--- src/rtl/prog_loader.sv ---
// rtl/prog_loader.sv - byte-stream to 16-bit program-memory writer (optional OPCODE_CHECK_EN)
// Packs byte pairs high-first into words and writes them to consecutive addresses.
module prog_loader #(
  parameter int AW = 8,
  parameter int CW = 9
) (
  input  logic          clk,
  input  logic          rst,
  input  logic          load_start,
  input  logic [AW-1:0] start_addr,
  input  logic [CW-1:0] word_count,
  input  logic          in_valid,
  input  logic [7:0]    in_data,
  output logic          in_ready,
  output logic          mem_wr,
  output logic [AW-1:0] mem_addr,
  output logic [15:0]   mem_wdata,
  output logic          busy,
  output logic          done,
  output logic          err,
  output logic [1:0]    err_code,
  output logic [CW-1:0] words_written,
  output logic [7:0]    checksum
);

  typedef enum logic [2:0] {S_IDLE, S_HI, S_LO, S_WR, S_DONE} state_t;

  state_t        state_q, state_d;
  logic [AW-1:0] addr_q, addr_d;
  logic [CW-1:0] count_q, count_d;
  logic [7:0]    hi_q, hi_d;
  logic [7:0]    lo_q, lo_d;
  logic [AW-1:0] mem_addr_q, mem_addr_d;
  logic [15:0]   mem_wdata_q, mem_wdata_d;
  logic          err_q, err_d;
  logic [1:0]    err_code_q, err_code_d;
  logic [CW-1:0] words_q, words_d;
  logic [7:0]    checksum_q, checksum_d;

  logic [CW:0]   end_addr;
  logic [CW-1:0] words_inc;
  logic          range_bad;

  // One past the last address; must not exceed the memory depth.
  assign end_addr  = {{(CW+1-AW){1'b0}}, start_addr} + {1'b0, word_count};
  assign range_bad = (word_count == '0) || (end_addr > ((CW+1)'(1) << AW));
  assign words_inc = words_q + {{(CW-1){1'b0}}, 1'b1};

`ifdef OPCODE_CHECK_EN
  logic opcode_ok;
  always_comb begin
    case (hi_q[7:4])
      4'b0000, 4'b0001, 4'b1000, 4'b1010,
      4'b1011, 4'b1100, 4'b1110, 4'b1111: opcode_ok = 1'b1;
      default:                            opcode_ok = 1'b0;
    endcase
  end
`endif

  always_comb begin
    state_d     = state_q;
    addr_d      = addr_q;
    count_d     = count_q;
    hi_d        = hi_q;
    lo_d        = lo_q;
    mem_addr_d  = mem_addr_q;
    mem_wdata_d = mem_wdata_q;
    err_d       = err_q;
    err_code_d  = err_code_q;
    words_d     = words_q;
    checksum_d  = checksum_q;
    in_ready    = 1'b0;
    mem_wr      = 1'b0;
    done        = 1'b0;

    case (state_q)
      S_IDLE: begin
        if (load_start) begin
          err_d      = 1'b0;
          err_code_d = 2'b00;
          words_d    = '0;
          checksum_d = 8'h00;
          addr_d     = start_addr;
          count_d    = word_count;
          if (range_bad) begin
            err_d      = 1'b1;
            err_code_d = 2'b01;
          end else begin
            state_d = S_HI;
          end
        end
      end
      S_HI: begin
        in_ready = 1'b1;
        if (in_valid) begin
          hi_d       = in_data;
          checksum_d = checksum_q + in_data;
          state_d    = S_LO;
        end
      end
      S_LO: begin
        in_ready = 1'b1;
        if (in_valid) begin
          lo_d       = in_data;
          checksum_d = checksum_q + in_data;
          state_d    = S_WR;
        end
      end
      S_WR: begin
`ifdef OPCODE_CHECK_EN
        if (!opcode_ok) begin
          err_d      = 1'b1;
          err_code_d = 2'b10;
          state_d    = S_IDLE;
        end else
`endif
        begin
          mem_wr      = 1'b1;
          mem_addr_d  = addr_q;
          mem_wdata_d = {hi_q, lo_q};
          words_d     = words_inc;
          addr_d      = addr_q + {{(AW-1){1'b0}}, 1'b1};
          state_d     = (words_inc == count_q) ? S_DONE : S_HI;
        end
      end
      S_DONE: begin
        done    = 1'b1;
        state_d = S_IDLE;
      end
      default: state_d = S_IDLE;
    endcase
  end

  // The write port shows the live word during WR and holds it afterwards.
  assign mem_addr      = mem_wr ? addr_q : mem_addr_q;
  assign mem_wdata     = mem_wr ? {hi_q, lo_q} : mem_wdata_q;
  assign busy          = (state_q != S_IDLE);
  assign err           = err_q;
  assign err_code      = err_code_q;
  assign words_written = words_q;
  assign checksum      = checksum_q;

  always_ff @(posedge clk) begin
    if (rst) begin
      state_q     <= S_IDLE;
      addr_q      <= '0;
      count_q     <= '0;
      hi_q        <= 8'h00;
      lo_q        <= 8'h00;
      mem_addr_q  <= '0;
      mem_wdata_q <= 16'h0000;
      err_q       <= 1'b0;
      err_code_q  <= 2'b00;
      words_q     <= '0;
      checksum_q  <= 8'h00;
    end else begin
      state_q     <= state_d;
      addr_q      <= addr_d;
      count_q     <= count_d;
      hi_q        <= hi_d;
      lo_q        <= lo_d;
      mem_addr_q  <= mem_addr_d;
      mem_wdata_q <= mem_wdata_d;
      err_q       <= err_d;
      err_code_q  <= err_code_d;
      words_q     <= words_d;
      checksum_q  <= checksum_d;
    end
  end

endmodule

--- config.mk ---
export PLATFORM = sky130hd
export DESIGN_NAME = prog_loader
export DESIGN_NICKNAME = d
export VERILOG_FILES = /design/src/rtl/prog_loader.sv
export SDC_FILE = /design/constraint.sdc
export NUM_CORES = 1
export LEC_CHECK = 0
export BUFFER_PORTS_ARGS = -buffer_cell sky130_fd_sc_hd__buf_2
export CAP_MARGIN = 10
export CORE_MARGIN = 2
export CORE_UTILIZATION = 50
export CTS_CLUSTER_DIAMETER = 120
export DETAILED_ROUTE_END_ITERATION = 8
export GPL_TIMING_DRIVEN = 0
export PLACE_DENSITY_LB_ADDON = 0.25
export SYNTH_ARGS = -nofsm -noshare
export SYNTH_HDL_FRONTEND = slang
export SYNTH_SLANG_ARGS = --single-unit
--- constraint.sdc ---
create_clock -name clk -period 2.17 [get_ports clk]
set_input_delay 0.217 -clock clk [delete_from_list [all_inputs] [get_ports clk]]
set_output_delay 0.217 -clock clk [all_outputs]
set_load 0.02 [all_outputs]
==> run metrics <==
die width 94.07 µm; CP startpoint kind flip-flop; Syn Inst Count 510; Clock Tree Buf Depth 2; Layout area overhead 21.50%; Seq pwr share between 40% and 50%; Antenna Cells 0; CTS tree built; Pint roughly 0.0023 W; sw power around 0.0011 W; DP HPWL 7.572 mm; post-route ant nets 0; CP Data Required Time approximately 2400 ps; clock tree sinks between 70 and 80; initial antenna violation count 0; synthesized area per cell 7.954 µm²; peak fanout along the critical path 7; core area about 8000 µm²; pre-CTS WS -162.5 ps; post-synth cell types 59; cell family with most CP delay compound AO/OA/AOI/OAI gates; Crit path top cell by count a31o_1; Worst Tran Pin Value 952.6 ps; Worst-Skew Late Latency around 360 ps; Critical-path top delay cell or3_4; Overall Global Routing Usage 24.07%; Tmin final 2083 ps; PnR worst setup slack between 80 and 90 ps; Slew HR between 30% and 40%; Total Power 0.003377 W; Cell Chain, Critical Path ha_4, nand3_4, or3_4, a2111oi_4, nand4_1, a31o_1, a31o_1; IO buf count 74; Post-Syn Area between 4000 and 5000 µm²; Tcrit/Tclk final 95.99%; vias in the first global route 3550; synth warn 0; VDD IR max 0.2920 mV; number of synthesized register bits 78; # setup viols final 0; drt via density between 5 and 6; Post-synth EDFFs 0; most frequent cells in the layout nand2_1, buf_2, dfxtp_1; Iteration-0 DRC Markers 205; Final nets 651; Worst Path Buf+Inv 0; I/O pin cnt between 70 and 80; post-cts hold buffer count 0; CTS H-tree depth 3; commonest non-fill, non-tap cell in the layout nand2_1; CP Capture Type flip-flop; RSZ-0062 raised after global routing true; sequential area share after synthesis between 30% and 40%; grt ovf 0; Crit path largest cell delay ~400 ps; status complete, no violations; Num CTS Buffers 9; ys flop type dfxtp_1; Root Driver clkbuf_8; vias 3831; final slew viol count 0; first-pass iteration count of the detailed router 7; worst setup path class reg -> reg; first-pass GRT wire length 16.59 mm; clock slew at reported path FFs 90 ps; Setup Skew between 10 and 15 ps; fmax 0.4801 GHz; switch share 31.54%; arrival time at the worst endpoint 2330 ps; Max-cap violations 0; async set-reset flop share out of synthesis 0%; largest net degree at the start of global routing 16; PD cells a little under 700 nW/µm²; die height roughly 94 µm; Die Area 8849 µm²; fraction of layout cells with a size suffix above 1 22.04%; Final Core Density 63.13%; FP Rows 32; drt drc 0; drt total wl 10.37 mm; clock power share 33.7%; WL/cell 14.61 µm; Syn Nets ~560; final hold violations 0; starting density of the core 51.96%; Pleak approximately 2.2 nW; RePlAce Congestion ~0.87; Logic pwr share 20.1%; worst hold path type in -> reg
## through the flow
| stage | hold slack, ps | instances | instance area (µm²) | TNS, ps |
|---|---|---|---|---|
| after floorplan | 351.1 | 510 | 4061 | 0 |
| after global placement | 462.8 | 686 | 4559 | -251.1 |
| after detailed placement | 467.6 | 686 | 4559 | -484.7 |
| after CTS | 124.7 | 702 | 4806 | 0 |
| after global routing | 126.4 | 710 | 4928 | -40.93 |
| final | 130.6 | 710 | 4928 | 0 |
## power by group through the flow
stage               registers, W  clock network (W)  logic, W
CTS                      0.00156            0.00114  0.000664
floorplan                0.00160                  0  0.000458
finish                   0.00156            0.00114  0.000677
global route             0.00157            0.00121  0.000753
global placement         0.00159                  0  0.000638
detailed placement       0.00160                  0  0.000658
## cells by family (layout without fill, tap and decap cells)
logic type	after synthesis	in the layout	synth area share, %
AND/OR/NAND/NOR	252	252	28.96
AO/OA/AOI/OAI	84	84	13.63
flip-flops	78	78	38.49
buffers and inverters	37	135	3.609
XOR/XNOR	22	22	4.750
adder cells (fa/ha/maj)	19	19	6.231
multiplexers	17	17	4.226
other	1	1	0.09245
## registers in the layout (all words and copies together) (netlist names)
name,cells
state_q,3
count_q,9
lo_q,8
checksum,8
words_written,9
addr_q,8
hi_q,8
mem_wdata_q,16
err_code,1
mem_addr_q,8
## what timing repair did
| action | 4_1_cts | 5_1_grt |
|---|---|---|
| pin swaps | 0 | 9 |
| setup endpoints to repair | 28 | 40 |
| resized for setup | 14 | 21 |
| buffers inserted | 0 | 9 |
## synth_stat cells, types with 2 or more instances
cell | instances | area, µm²
and3_1 | 3 | 18.77
a21o_1 | 3 | 22.52
nor2b_1 | 25 | 156.4
nand3b_1 | 2 | 15.01
or4_1 | 3 | 22.52
nand2b_1 | 4 | 25.02
a31o_1 | 2 | 17.52
buf_4 | 2 | 15.01
fa_1 | 2 | 40.04
and4_1 | 2 | 17.52
clkbuf_1 | 19 | 71.32
and2_1 | 6 | 37.54
nand2_1 | 115 | 431.7
a22oi_1 | 3 | 22.52
nor4_1 | 3 | 18.77
inv_1 | 12 | 45.04
ha_1 | 17 | 212.7
mux2i_1 | 16 | 160.2
o21ai_0 | 14 | 70.07
xor2_1 | 5 | 43.79
nor3_1 | 10 | 50.05
o21bai_1 | 3 | 22.52
nor3b_1 | 5 | 37.54
dfxtp_1 | 78 | 1562
a21oi_1 | 35 | 175.2
a221oi_1 | 3 | 26.28
or2_2 | 2 | 12.51
nor2_1 | 54 | 202.7
a211oi_1 | 5 | 37.54
xnor2_1 | 17 | 148.9
buf_1 | 3 | 11.26
nand3_1 | 10 | 50.05
## layout make-up
type / count / area, µm²
fillers: 683 / 2879
multi-input cells: 395 / 2411
flip-flops and latches: 78 / 1580
repair buffers: 83 / 437.9
well taps: 102 / 127.6
clock buffers: 9 / 123.9
plain buffers: 23 / 116.4
clock inverters: 7 / 80.08
inverters: 13 / 51.30
## routing by layer
layer	track usage, %	vias up	share of wire, %
met4	9.420	0	2.4
met1	31.58	1776	46
met2	39.17	112	47
li1	-	1923	-
met5	0	-	0
met3	4.494	20	5.2
## tightest hold or removal path, delay by kind of cell
kind / cells / cell delay [ps]
simple gates: 1 / 50
compound gates: 1 / 50
buf+inv: 1 / 120
## path summary, 6_finish.rpt
path | startpoint | to | slack (ps) | cells past startpoint
setup / recovery | words_written[0]$_SDFFE_PP0P_ | state_q[0]$_SDFFE_PP0P_ | 90 | 7
hold / removal | word_count[3] | count_q[3]$_SDFFE_PP0P_ | 130 | 3
setup reg to reg | words_written[0]$_SDFFE_PP0P_ | state_q[0]$_SDFFE_PP0P_ | 90 | 7
hold reg to reg | count_q[0]$_SDFFE_PP0P_ | count_q[0]$_SDFFE_PP0P_ | 480 | 2
Note: power is estimated with default switching activity, not from simulation.
